File: config.mk
export PLATFORM = sky130hd
export DESIGN_NAME = alu_acc_ctrl
export DESIGN_NICKNAME = d
export VERILOG_FILES = /design/src/rtl/alu_pkg.sv /design/src/rtl/alu.sv /design/src/rtl/alu_acc_ctrl.sv
export SDC_FILE = /design/constraint.sdc
export NUM_CORES = 1
export LEC_CHECK = 0
export CAP_MARGIN = 40
export CORE_UTILIZATION = 54
export CTS_BUF_LIST = sky130_fd_sc_hd__clkbuf_4
export DETAILED_ROUTE_END_ITERATION = 8
export GPL_ROUTABILITY_DRIVEN = 0
export PLACE_DENSITY = 0.88
export RECOVER_POWER = 50
export SYNTH_ARGS = -nofsm -noshare
export SYNTH_HDL_FRONTEND = slang
export SYNTH_SLANG_ARGS = --single-unit
File: constraint.sdc
create_clock -name clk -period 2.8 [get_ports clk]
set_input_delay 0.28 -clock clk [delete_from_list [all_inputs] [get_ports clk]]
set_output_delay 0.28 -clock clk [all_outputs]
set_load 0.02 [all_outputs]
File: src/rtl/alu_pkg.sv
// Shared opcode and sequencer state encodings for the ALU and its accumulator controller.
package alu_pkg;

    typedef enum logic [2:0] {
        OP_LOAD = 3'b000,
        OP_ADD  = 3'b001,
        OP_AND  = 3'b010,
        OP_OR   = 3'b011,
        OP_SUB  = 3'b100,
        OP_CLR  = 3'b101,
        OP_EMIT = 3'b110,
        OP_NOP  = 3'b111
    } alu_op_t;

    typedef enum logic [1:0] {
        IDLE = 2'd0,
        EXEC = 2'd1,
        EMIT = 2'd2
    } acc_state_t;

endpackage

File: src/rtl/alu.sv
// Combinational w-bit ALU: ADD, AND, OR, SUB modulo 2^w; other codes yield zero.
module alu
    import alu_pkg::*;
#(
    parameter int w = 8
) (
    input  logic [w-1:0] i_a,
    input  logic [w-1:0] i_b,
    input  alu_op_t      i_op,
    output logic [w-1:0] o_res
);

    always_comb begin
        o_res = '0;
        case (i_op)
            OP_ADD:  o_res = i_a + i_b;
            OP_AND:  o_res = i_a & i_b;
            OP_OR:   o_res = i_a | i_b;
            OP_SUB:  o_res = i_a - i_b;
            default: o_res = '0;
        endcase
    end

endmodule

File: src/rtl/alu_acc_ctrl.sv
// Accumulator sequencer: accepts one command per two cycles, runs it through the ALU
// and emits the accumulator downstream on request.
module alu_acc_ctrl
    import alu_pkg::*;
#(
    parameter int w = 8
) (
    input  logic         clk,
    input  logic         reset,
    input  logic         cmd_valid,
    output logic         cmd_ready,
    input  logic [2:0]   cmd_op,
    input  logic [w-1:0] cmd_data,
    output logic         out_valid,
    input  logic         out_ready,
    output logic [w-1:0] out_data,
    output logic         out_zero,
    output logic [w-1:0] acc,
    output logic [7:0]   count
);

    acc_state_t   r_state;
    alu_op_t      op_q;
    logic [w-1:0] opd_q;
    logic [w-1:0] r_acc;
    logic [w-1:0] r_out_data;
    logic [7:0]   r_count;
    logic [w-1:0] w_alu_res;
    logic [w-1:0] w_acc_nxt;

    alu #(.w(w)) u_alu (
        .i_a   (r_acc),
        .i_b   (opd_q),
        .i_op  (op_q),
        .o_res (w_alu_res)
    );

    // Opcodes the ALU does not implement are resolved here.
    always_comb begin
        w_acc_nxt = r_acc;
        case (op_q)
            OP_LOAD:                     w_acc_nxt = opd_q;
            OP_ADD, OP_AND, OP_OR, OP_SUB: w_acc_nxt = w_alu_res;
            OP_CLR:                      w_acc_nxt = '0;
            default:                     w_acc_nxt = r_acc;
        endcase
    end

    always_ff @(posedge clk or posedge reset) begin
        if (reset) begin
            r_state    <= IDLE;
            op_q       <= OP_LOAD;
            opd_q      <= '0;
            r_acc      <= '0;
            r_out_data <= '0;
            r_count    <= '0;
        end else begin
            case (r_state)
                IDLE: begin
                    if (cmd_valid) begin
                        op_q    <= alu_op_t'(cmd_op);
                        opd_q   <= cmd_data;
                        r_count <= r_count + 8'd1;
                        r_state <= EXEC;
                    end
                end
                EXEC: begin
                    r_acc <= w_acc_nxt;
                    if (op_q == OP_EMIT) begin
                        r_out_data <= r_acc;
                        r_state    <= EMIT;
                    end else begin
                        r_state <= IDLE;
                    end
                end
                EMIT: begin
                    if (out_ready) r_state <= IDLE;
                end
                default: r_state <= IDLE;
            endcase
        end
    end

    // Handshake outputs decode state only; reset forces cmd_ready low while asserted.
    assign cmd_ready = (r_state == IDLE) && !reset;
    assign out_valid = (r_state == EMIT);
    assign out_data  = r_out_data;
    assign out_zero  = (r_out_data == '0);
    assign acc       = r_acc;
    assign count     = r_count;

endmodule

==> metrics.txt <==
result of the run=complete, but fails checks; violated checks=capacitance limit, slew limit; VDD IR-drop max=0.5302 mV; Int Power=1.739 mW; beginning of the critical path=op_q[1]; Global Route Usage Sum=24.73%; share of power burned in registers=31.4%; mean cell area of the mapped netlist=10.30 sq um; number of max-cap violations=1; met3 global-route usage=5.651%; power consumption=3.058 mW; pin count of the biggest net entering global routing=38; remaining design rule violation count=0; sort of element at the end of the critical path=flip-flop; Fillers=317; via count of the first global-routing pass=1,700; library cell used as clock root buffer=sky130_fd_sc_hd__clkbuf_4; Fin Clk Skew=0.01410 ns; post-synthesis async set-or-reset flop share=100.0%; number of port buffers=41; Yosys cell types=50; number of top-level design ports=42; Logic pwr share=56.0%; Die X=66.94 um; Static Leak=1.190 nW; Starting Density=56.52%; Detailed Route WL=4884 um; area of the die=0.004481 sq mm; depth of the most critical reg-to-reg path=8; Post-synth top flop=sky130_fd_sc_hd__dfrtp_1; slew of the pin with the lowest slew margin=1.946 ns; final period demand of the worst path=2.603 ns; residual overflow from global routing=0; layer with the highest usage=met2; Global Route met2 Usage=38.51%; router iterations before antenna repair=4; routed wire length per instance=15.41 um; type of the worst setup path=reg2reg; Skew-Pair Late Insertion Delay=0.36 ns; maximum fanout count along the critical path=7; sw power=1.319 mW; hpwl dp=3704 um; number of nets in the synthesized netlist=248; count of warnings emitted by yosys=0; cell count after placement=309; share of the yosys chip area belonging to registers=40.66%; number of buffers added to fix hold violations after cts=0; total CTS buffers=5; number of H-tree levels=2; reg-to-reg setup timing slack=0.20 ns; setup_tns=0 ns; number of diodes added for antenna fixing=0; core outline area=0.004029 sq mm; synthesis-to-finish area growth=22.97%; Initial DRC Count=114; category of the worst setup path launch point=flip-flop; number of nets in the finished design=293; startpoint of the lowest-slack hold path=cmd_data[6]; EDFF count, synth=0; met1 Resource Use GR=33.05%; share of post-route cells with drive strength above 1=13.11%; via total after detailed routing=1,884; power per standard cell area=1092 mW/mm^2; placement-stage worst setup slack=0.2778 ns; total of flip-flops plus latches after synthesis=37; Post CTS Setup Buffer Count=0; TritonCTS sink count=37; end-of-flow core utilization=69.50%; buffer depth of the longest clock path=2; RSZ-0062 raised after global routing=false; setup violation total in the final timing report=0; finished layout cell area=0.002800 sq mm; CTS-repair resized insts=0; number of cells on the worst hold path=3; worst relative slew slack=-29.75%; synthesized area=0.002277 sq mm; ratio of final minimum period to clock period=92.97%; final std cells w/o fill=317; sequential cell area in the final layout=925.9 sq um; area post-placement=0.002735 sq mm; wire length of the first global-routing pass=8107 um; hold_ws=0.4556 ns; number of pins exceeding their max-slew limit in the final report=38; vias per std cell=5.943; area occupied by multi-input gates=0.001239 sq mm; Antenna Violating Nets Remaining=0; CTS tree=built; class of the tightest hold or removal check=in2reg; net switching share of the total power=43.13%; initial antenna violation count=0; worst setup slack after layout=0.1968 ns; Critical R2R Launch=op_q[1]; Worst Path Required=3.06 ns; data arrival at the endpoint of the critical path=2.86 ns; number of core rows=23; count of mapped cells out of synthesis=221; Max Freq=384.1 MHz; clock network power share=12.6%; Chip Height=66.94 um; clock transition at the registers of the reported paths=0.13 ns; final hold viol count=0
## cell usage in the layout, fill, tap and decap left out, types with 2 or more instances in the layout
cell type / count
sky130_fd_sc_hd__xor2_1: 4
sky130_fd_sc_hd__a21oi_1: 7
sky130_fd_sc_hd__nor2_1: 13
sky130_fd_sc_hd__o211a_1: 2
sky130_fd_sc_hd__nand4_1: 4
sky130_fd_sc_hd__o22ai_1: 3
sky130_fd_sc_hd__clkdlybuf4s50_1: 40
sky130_fd_sc_hd__inv_1: 13
sky130_fd_sc_hd__o21ai_0: 18
sky130_fd_sc_hd__a31oi_1: 3
sky130_fd_sc_hd__o211ai_1: 3
sky130_fd_sc_hd__dfrtp_1: 37
sky130_fd_sc_hd__a22oi_1: 4
sky130_fd_sc_hd__buf_4: 3
sky130_fd_sc_hd__or4_1: 2
sky130_fd_sc_hd__xnor2_1: 14
sky130_fd_sc_hd__ha_1: 11
sky130_fd_sc_hd__o31a_1: 3
sky130_fd_sc_hd__clkbuf_1: 2
sky130_fd_sc_hd__nand2_1: 16
sky130_fd_sc_hd__or3_1: 2
sky130_fd_sc_hd__a21o_1: 4
sky130_fd_sc_hd__clkbuf_4: 5
sky130_fd_sc_hd__mux2_2: 15
sky130_fd_sc_hd__nor2b_1: 3
sky130_fd_sc_hd__o21a_1: 3
sky130_fd_sc_hd__nor3_1: 4
sky130_fd_sc_hd__o211ai_2: 2
sky130_fd_sc_hd__nor3b_1: 2
## metal layers
layer	vias up	share of wire, %
met5	-	0
met4	0	1.4
met3	8	6.7
met2	75	49
met1	914	43
li1	887	-
## cell type report
| type | count | share of cell area, % |
|---|---|---|
| Sequential cell | 37 | 33.07 |
| Inverter | 13 | 1.743 |
| Multi-Input combinational cell | 163 | 44.24 |
| Tap cell | 50 | 2.234 |
| Clock inverter | 3 | 1.653 |
| Clock buffer | 5 | 1.340 |
| Timing Repair Buffer | 46 | 15.73 |
## worst max-delay path: stages, from the launching register on
cell and delay [ns]:
sky130_fd_sc_hd__dfrtp_1 0.42, sky130_fd_sc_hd__nor3b_4 0.38, sky130_fd_sc_hd__mux2_2 0.42, sky130_fd_sc_hd__fa_1 0.44, sky130_fd_sc_hd__nor2b_1 0.23, sky130_fd_sc_hd__o31a_1 0.18, sky130_fd_sc_hd__o21ai_0 0.11, sky130_fd_sc_hd__a211oi_1 0.25
sky130_fd_sc_hd__nor3_1 0.08
## power by group through the flow
stage | registers [mW] | logic, mW | clock network (mW)
final | 0.960 | 1.71 | 0.387
after detailed placement | 0.970 | 1.69 | 0
after CTS | 0.958 | 1.70 | 0.389
after global placement | 0.959 | 1.64 | 0
after global routing | 0.989 | 1.88 | 0.412
after floorplan | 1.10 | 0.985 | 0
## cells by family after synthesis
family / count (synthesis) / share of synthesized area, %
XOR/XNOR: 18 / 6.923
flip-flops: 37 / 40.66
buffers and inverters: 21 / 4.450
AND/OR/NAND/NOR: 56 / 14.45
adder cells (fa/ha/maj): 12 / 6.923
AO/OA/AOI/OAI: 61 / 18.74
multiplexers: 16 / 7.857
## registers in the layout (all words and copies together), names as in the netlist
register,flops
acc,8
count,8
opd_q,8
out_data,8
op_q,3
r_state,2
## path summary, 6_finish.rpt
path	end
min reg2reg	count[7]
min in group asynchronous	acc[4]
max in group asynchronous	acc[1]
min	opd_q[6]
max reg2reg	acc[6]
max	acc[6]
## Yosys cell counts, types with 4 or more instances
cell / count / area share [%]
sky130_fd_sc_hd__a21o_1: 4 / 1.3
sky130_fd_sc_hd__a21oi_1: 7 / 1.5
sky130_fd_sc_hd__a22oi_1: 4 / 1.3
sky130_fd_sc_hd__dfrtp_1: 37 / 41
sky130_fd_sc_hd__ha_1: 11 / 6.0
sky130_fd_sc_hd__inv_1: 13 / 2.1
sky130_fd_sc_hd__mux2_2: 15 / 7.4
sky130_fd_sc_hd__nand2_1: 16 / 2.6
sky130_fd_sc_hd__nand4_1: 4 / 1.1
sky130_fd_sc_hd__nor2_1: 13 / 2.1
sky130_fd_sc_hd__nor3_1: 4 / 0.88
sky130_fd_sc_hd__o21ai_0: 18 / 4.0
sky130_fd_sc_hd__xnor2_1: 14 / 5.4
sky130_fd_sc_hd__xor2_1: 4 / 1.5
Power figures use the tool's default switching activity.
